### src/rtl/alu_pkg.sv
// Shared definitions for the ALU issue stage and the alu_flags unit it feeds:
// widths, opcodes, flag bit positions and the issue FSM encoding.
package alu_pkg;

    localparam int ALU_DATA_W = 8;
    localparam int ALU_RES_W  = 2 * ALU_DATA_W;
    localparam int ALU_FLAG_W = 4;

    localparam logic [3:0] OP_NOT   = 4'b0000;
    localparam logic [3:0] OP_NAND  = 4'b0001;
    localparam logic [3:0] OP_NOR   = 4'b0010;
    localparam logic [3:0] OP_XOR   = 4'b0011;
    localparam logic [3:0] OP_ADD   = 4'b0100;
    localparam logic [3:0] OP_SUB   = 4'b0101;
    localparam logic [3:0] OP_AND   = 4'b0110;
    localparam logic [3:0] OP_OR    = 4'b0111;
    localparam logic [3:0] OP_RIGHT = 4'b1000;
    localparam logic [3:0] OP_ARTH  = 4'b1001;
    localparam logic [3:0] OP_ILL0  = 4'b1010;
    localparam logic [3:0] OP_ILL1  = 4'b1011;
    localparam logic [3:0] OP_XNOR  = 4'b1100;
    localparam logic [3:0] OP_INC   = 4'b1101;
    localparam logic [3:0] OP_DEC   = 4'b1110;
    localparam logic [3:0] OP_LEFT  = 4'b1111;

    localparam int FLG_C = 3;
    localparam int FLG_V = 2;
    localparam int FLG_Z = 1;
    localparam int FLG_N = 0;

    typedef enum logic [1:0] {
        ST_IDLE = 2'b00,
        ST_EXEC = 2'b01,
        ST_RESP = 2'b10
    } issue_state_e;

    // The two opcodes in the 101x hole have no ALU function behind them.
    function automatic logic is_legal_op(input logic [3:0] op);
        logic legal;
        case (op)
            OP_ILL0: legal = 1'b0;
            OP_ILL1: legal = 1'b0;
            default: legal = 1'b1;
        endcase
        return legal;
    endfunction

endpackage

### src/rtl/alu_issue_ctrl.sv
// Issue stage in front of the combinational alu_flags unit: accepts a command,
// enables the ALU for one cycle, captures its result and hands back a response.
module alu_issue_ctrl
    import alu_pkg::*;
#(
    parameter int DATA_W = ALU_DATA_W,
    parameter int RES_W  = 2 * DATA_W,
    parameter int FLAG_W = ALU_FLAG_W
) (
    input  logic              clk,
    input  logic              rst_n,
    input  logic              cmd_valid,
    output logic              cmd_ready,
    input  logic [3:0]        cmd_opcode,
    input  logic [DATA_W-1:0] cmd_a,
    input  logic [DATA_W-1:0] cmd_b,
    input  logic              cmd_fwd,
    output logic [DATA_W-1:0] alu_opa,
    output logic [DATA_W-1:0] alu_opb,
    output logic [3:0]        alu_opcode,
    output logic              alu_enable,
    input  logic [RES_W-1:0]  alu_result,
    input  logic [FLAG_W-1:0] alu_status,
    output logic              rsp_valid,
    input  logic              rsp_ready,
    output logic [RES_W-1:0]  rsp_result,
    output logic [FLAG_W-1:0] rsp_status,
    output logic              rsp_err,
    output logic [FLAG_W-1:0] sticky_flags,
    input  logic              flags_clr
);

    issue_state_e      state_q, state_d;
    logic [DATA_W-1:0] opa_q, opa_d;
    logic [DATA_W-1:0] opb_q, opb_d;
    logic [3:0]        opcode_q, opcode_d;
    logic [RES_W-1:0]  rsp_result_q, rsp_result_d;
    logic [FLAG_W-1:0] rsp_status_q, rsp_status_d;
    logic              rsp_err_q, rsp_err_d;
    logic [FLAG_W-1:0] sticky_q, sticky_d;
    logic [DATA_W-1:0] last_result_q, last_result_d;
    logic              cmd_ready_q, cmd_ready_d;
    logic              alu_enable_q, alu_enable_d;
    logic              rsp_valid_q, rsp_valid_d;

    // Next-state, operand latching, result capture and sticky flag update.
    always_comb begin
        state_d       = state_q;
        opa_d         = opa_q;
        opb_d         = opb_q;
        opcode_d      = opcode_q;
        rsp_result_d  = rsp_result_q;
        rsp_status_d  = rsp_status_q;
        rsp_err_d     = rsp_err_q;
        last_result_d = last_result_q;

        if (flags_clr) begin
            sticky_d = {FLAG_W{1'b0}};
        end else begin
            sticky_d = sticky_q;
        end

        case (state_q)
            ST_IDLE: begin
                if (cmd_valid) begin
                    opcode_d = cmd_opcode;
                    opa_d    = cmd_fwd ? last_result_q : cmd_a;
                    opb_d    = cmd_b;
                    if (is_legal_op(cmd_opcode)) begin
                        rsp_err_d = 1'b0;
                        state_d   = ST_EXEC;
                    end else begin
                        // Rejected command goes straight to the response with zeroed payload.
                        rsp_err_d    = 1'b1;
                        rsp_result_d = {RES_W{1'b0}};
                        rsp_status_d = {FLAG_W{1'b0}};
                        state_d      = ST_RESP;
                    end
                end else begin
                    state_d = ST_IDLE;
                end
            end
            ST_EXEC: begin
                rsp_result_d  = alu_result;
                rsp_status_d  = alu_status;
                last_result_d = alu_result[DATA_W-1:0];
                // A clear coinciding with a capture keeps the fresh status.
                if (flags_clr) begin
                    sticky_d = alu_status;
                end else begin
                    sticky_d = sticky_q | alu_status;
                end
                state_d = ST_RESP;
            end
            ST_RESP: begin
                if (rsp_ready) begin
                    state_d = ST_IDLE;
                end else begin
                    state_d = ST_RESP;
                end
            end
            default: begin
                state_d = ST_IDLE;
            end
        endcase

        cmd_ready_d  = (state_d == ST_IDLE);
        alu_enable_d = (state_d == ST_EXEC);
        rsp_valid_d  = (state_d == ST_RESP);
    end

    // State and datapath registers; reset aborts any command in flight.
    always_ff @(posedge clk or negedge rst_n) begin
        if (!rst_n) begin
            state_q       <= ST_IDLE;
            opa_q         <= {DATA_W{1'b0}};
            opb_q         <= {DATA_W{1'b0}};
            opcode_q      <= 4'b0000;
            rsp_result_q  <= {RES_W{1'b0}};
            rsp_status_q  <= {FLAG_W{1'b0}};
            rsp_err_q     <= 1'b0;
            sticky_q      <= {FLAG_W{1'b0}};
            last_result_q <= {DATA_W{1'b0}};
            cmd_ready_q   <= 1'b1;
            alu_enable_q  <= 1'b0;
            rsp_valid_q   <= 1'b0;
        end else begin
            state_q       <= state_d;
            opa_q         <= opa_d;
            opb_q         <= opb_d;
            opcode_q      <= opcode_d;
            rsp_result_q  <= rsp_result_d;
            rsp_status_q  <= rsp_status_d;
            rsp_err_q     <= rsp_err_d;
            sticky_q      <= sticky_d;
            last_result_q <= last_result_d;
            cmd_ready_q   <= cmd_ready_d;
            alu_enable_q  <= alu_enable_d;
            rsp_valid_q   <= rsp_valid_d;
        end
    end

    assign cmd_ready    = cmd_ready_q;
    assign alu_opa      = opa_q;
    assign alu_opb      = opb_q;
    assign alu_opcode   = opcode_q;
    assign alu_enable   = alu_enable_q;
    assign rsp_valid    = rsp_valid_q;
    assign rsp_result   = rsp_result_q;
    assign rsp_status   = rsp_status_q;
    assign rsp_err      = rsp_err_q;
    assign sticky_flags = sticky_q;

endmodule

### config.mk
export PLATFORM = sky130hd
export DESIGN_NAME = alu_issue_ctrl
export DESIGN_NICKNAME = d
export VERILOG_FILES = /design/src/rtl/alu_pkg.sv /design/src/rtl/alu_issue_ctrl.sv
export SDC_FILE = /design/constraint.sdc
export NUM_CORES = 1
export LEC_CHECK = 0
export ABC_AREA = 1
export CAP_MARGIN = 30
export CORE_ASPECT_RATIO = 1.75
export CORE_MARGIN = 3
export CORE_UTILIZATION = 25
export CTS_CLUSTER_SIZE = 10
export DETAILED_ROUTE_END_ITERATION = 8
export HOLD_SLACK_MARGIN = 0.08
export PLACE_DENSITY = 0.59
export SYNTH_ARGS = -nofsm -noshare
export SYNTH_HDL_FRONTEND = slang
export SYNTH_SLANG_ARGS = --single-unit
### constraint.sdc
create_clock -name clk -period 3.2 [get_ports clk]
set_clock_uncertainty 0.1 [all_clocks]
set_input_delay 0.64 -clock clk [delete_from_list [all_inputs] [get_ports clk]]
set_output_delay 0.64 -clock clk [all_outputs]
set_load 0.01 [all_outputs]
==> run_results.csv <==
group,metric,value,unit
die,core-area,8783,sq um
clock_tree,postCtsResizedCells,0,
sta,hold_viol,0,
setup_path,startpoint,"cmd_ready",
setup_path,reg2reg_to,"last_result_q[3]",
route,ant_nets,0,
setup_path,crit_buf_inv,1,
sta,finalMaxSlewViolations,0,
setup_path,crit_end,"cmd_ready",
finish,antenna_cells,0,
logic_synthesis,synth-seq-cells,58,
power_and_ir_drop,switching_share,0.3148,
clock_tree,clk_latency,320,ps
power_and_ir_drop,p_leak,1.740,nW
power_and_ir_drop,vdd_ir_drop_max,327.8,uV
global_routing,antenna_found_initial,0,
setup_path,max_stage_delay,520,ps
clock_tree,cts_max_level,3,
setup_path,r2r_setup_slack,1570,ps
place,place.gp.congestion,0.7351,
clock_tree,postCtsSetupBuffers,0,
finish,drive_gt1_frac,0.07759,
setup_path,start_kind,"register",
setup_path,cp.depth,1,
die,initial_core_util,0.2605,
setup_path,crit_path_end_kind,"output port",
clock_tree,clockBufferDepth,2,
sta,finalSetupViolations,0,
route,via_per_inst,4.092,
clock_tree,cts_inserted_buffers,9,
die,fp.dieW,78.33,microns
global_routing,grt_pass1_vias,1994,
setup_path,path_class,"register to output port",
sta,tightestPinTransition,680.6,ps
global_routing,overflow,0,
logic_synthesis,synth_fp_nets,293,
run,max_cap_violations,0,
setup_path,cp_max_fo,1,
min_path,hold_class,"input port to async pin",
place,dp_cells,449,
finish,fin_nets,389,
clock_tree,root_buffer,"clkbuf_16",
sta,fin_crit,2085,ps
logic_synthesis,synth_cell_types,17,
die,ios,94,
setup_path,rr_startpoint,"state_q[0]",
die,die_area,10380,sq um
global_routing,grt_pass1_wl,9.763,mm
sta,fin_tns_setup,0,ps
place,io_buffers,93,
logic_synthesis,syn_area,2288,sq um
logic_synthesis,synth_warnings,0,
route,drc,0,
power_and_ir_drop,power_frac_clock,0.261,
finish,layout_common_cells,"112 x nand2_1, 92 x clkdlybuf4s50_1, 57 x dfrtp_1",
finish,fin_cells,465,
logic_synthesis,yosysSeqAreaShare,0.6348,
power_and_ir_drop,switching_power,0.001066,W
power_and_ir_drop,p_seq_frac,0.364,
sta,rsz0062_at_grt,"false",
logic_synthesis,synth_cells,247,
route,drt_iter0_markers,58,
finish,area_delta_synth_final,56.53,%
power_and_ir_drop,power_density,945.0,nW/um^2
status,status,"completed",
power_and_ir_drop,p_int,0.002319,W
sta,fin_crit_sh,0.6514,
place,place_area,3298,sq um
global_routing,gr-usage-all-layers,0.1217,
die,fp.dieH,132.6,microns
route,vias,1903,
setup_path,arrival,1340,ps
clock_tree,cts.sinks,58,
clock_tree,cts_hold_buffers,0,
finish,final_common_cell,"nand2_1",
logic_synthesis,avgSynthCellArea,9.265,sq um
power_and_ir_drop,pwr-share-comb,0.375,
global_routing,grt_max_degree,41,
sta,slew_headroom,0.5452,
route,wire_per_inst,12.64,microns
route,dr.pass1.iters,4,
setup_path,r2r_cells,4,
route,routed_wl,5.876,mm
die,num_rows,45,
setup_path,cp_slowest_cell,"clkdlybuf4s50_1",
place,dp_hpwl,4.315,mm
finish,fin_area,3582,sq um
setup_path,crit_path_cell_trace,"clkdlybuf4s50_1",
sta,fmax,0.4797,GHz
setup_path,crit_family,"buffers and inverters",
clock_tree,path_clk_slew,50,ps
setup_path,crit_required,2460,ps
clock_tree,cts_tree,"done",
how the worst min path moves through the flow:
stage / end / cells past startpoint
after floorplan: alu_enable / 0
after global placement: alu_opb[5] / 2
after detailed placement: alu_opb[7] / 2
after CTS: alu_opb[0] / 1
after global routing: alu_opb[0] / 1
final: alu_opcode[2] / 1
metal layers:
layer | routed length [microns] | vias up | GRT usage
met5 | 0 | - | 0
met4 | 145 | 0 | 0.07004
met3 | 321 | 12 | 0.03815
met2 | 2971 | 65 | 0.2009
met1 | 2437 | 863 | 0.1366
li1 | - | 963 | -
sequential cells by signal (all words and copies together) (netlist names):
register       cells
rsp_result        16
alu_opa            8
alu_opb            8
last_result_q      8
alu_opcode         4
rsp_status         4
sticky_flags       4
state_q            2
alu_enable         1
cmd_ready          1
rsp_err            1
rsp_valid          1
Yosys cell counts:
library cell,count,area (sq um)
nand2_1,112,420.4
dfrtp_1,57,1426
nand3_1,21,105.1
inv_1,16,60.06
o21ai_0,14,70.07
buf_2,5,25.02
buf_6,4,45.04
o211ai_1,4,30.03
nor2_1,3,11.26
inv_2,2,7.510
nand2_2,2,12.51
o21ai_2,2,17.52
buf_4,1,7.510
dfstp_2,1,26.28
inv_4,1,6.260
nor2_2,1,6.260
nor2_4,1,11.26
logic make-up (layout without fill, tap and decap cells):
group / after synthesis / count (layout) / synth area share
simple gates: 140 / 140 / 0.2477
buf+inv: 29 / 130 / 0.06616
flops: 58 / 58 / 0.6348
compound gates: 20 / 20 / 0.05140
layout make-up:
| type | count | area [sq um] |
|---|---|---|
| fill | 895 | 5201 |
| sequential | 58 | 1453 |
| timing repair buffer | 95 | 940.9 |
| multi-input combinational | 160 | 684.4 |
| clock buffer | 14 | 274.0 |
| tap | 117 | 146.4 |
| inverter | 19 | 73.82 |
| clock inverter | 2 | 10.01 |
stage by stage:
stage / utilization / setup slack [ps] / total power [W] / hold WS [ps]
2_1_floorplan: - / 1801 / 0.001825 / 244.4
3_3_place_gp: 0.3755 / 918.3 / 0.002518 / 352.4
3_5_place_dp: 0.3755 / 896.6 / 0.002545 / 359.0
4_1_cts: 0.4078 / 1089 / 0.003462 / 150.1
5_1_grt: 0.4078 / 1078 / 0.003639 / 169.5
6_report: 0.4078 / 1115 / 0.003385 / 155.8
power groups by stage:
stage	combinational, W	sequential (W)	clock [W]
3_5_place_dp	0.00130	0.00124	0
6_report	0.00127	0.00123	0.000883
2_1_floorplan	0.000465	0.00136	0
5_1_grt	0.00141	0.00128	0.000947
4_1_cts	0.00131	0.00124	0.000916
3_3_place_gp	0.00128	0.00124	0
No activity file was read; power rests on OpenSTA's default activity.
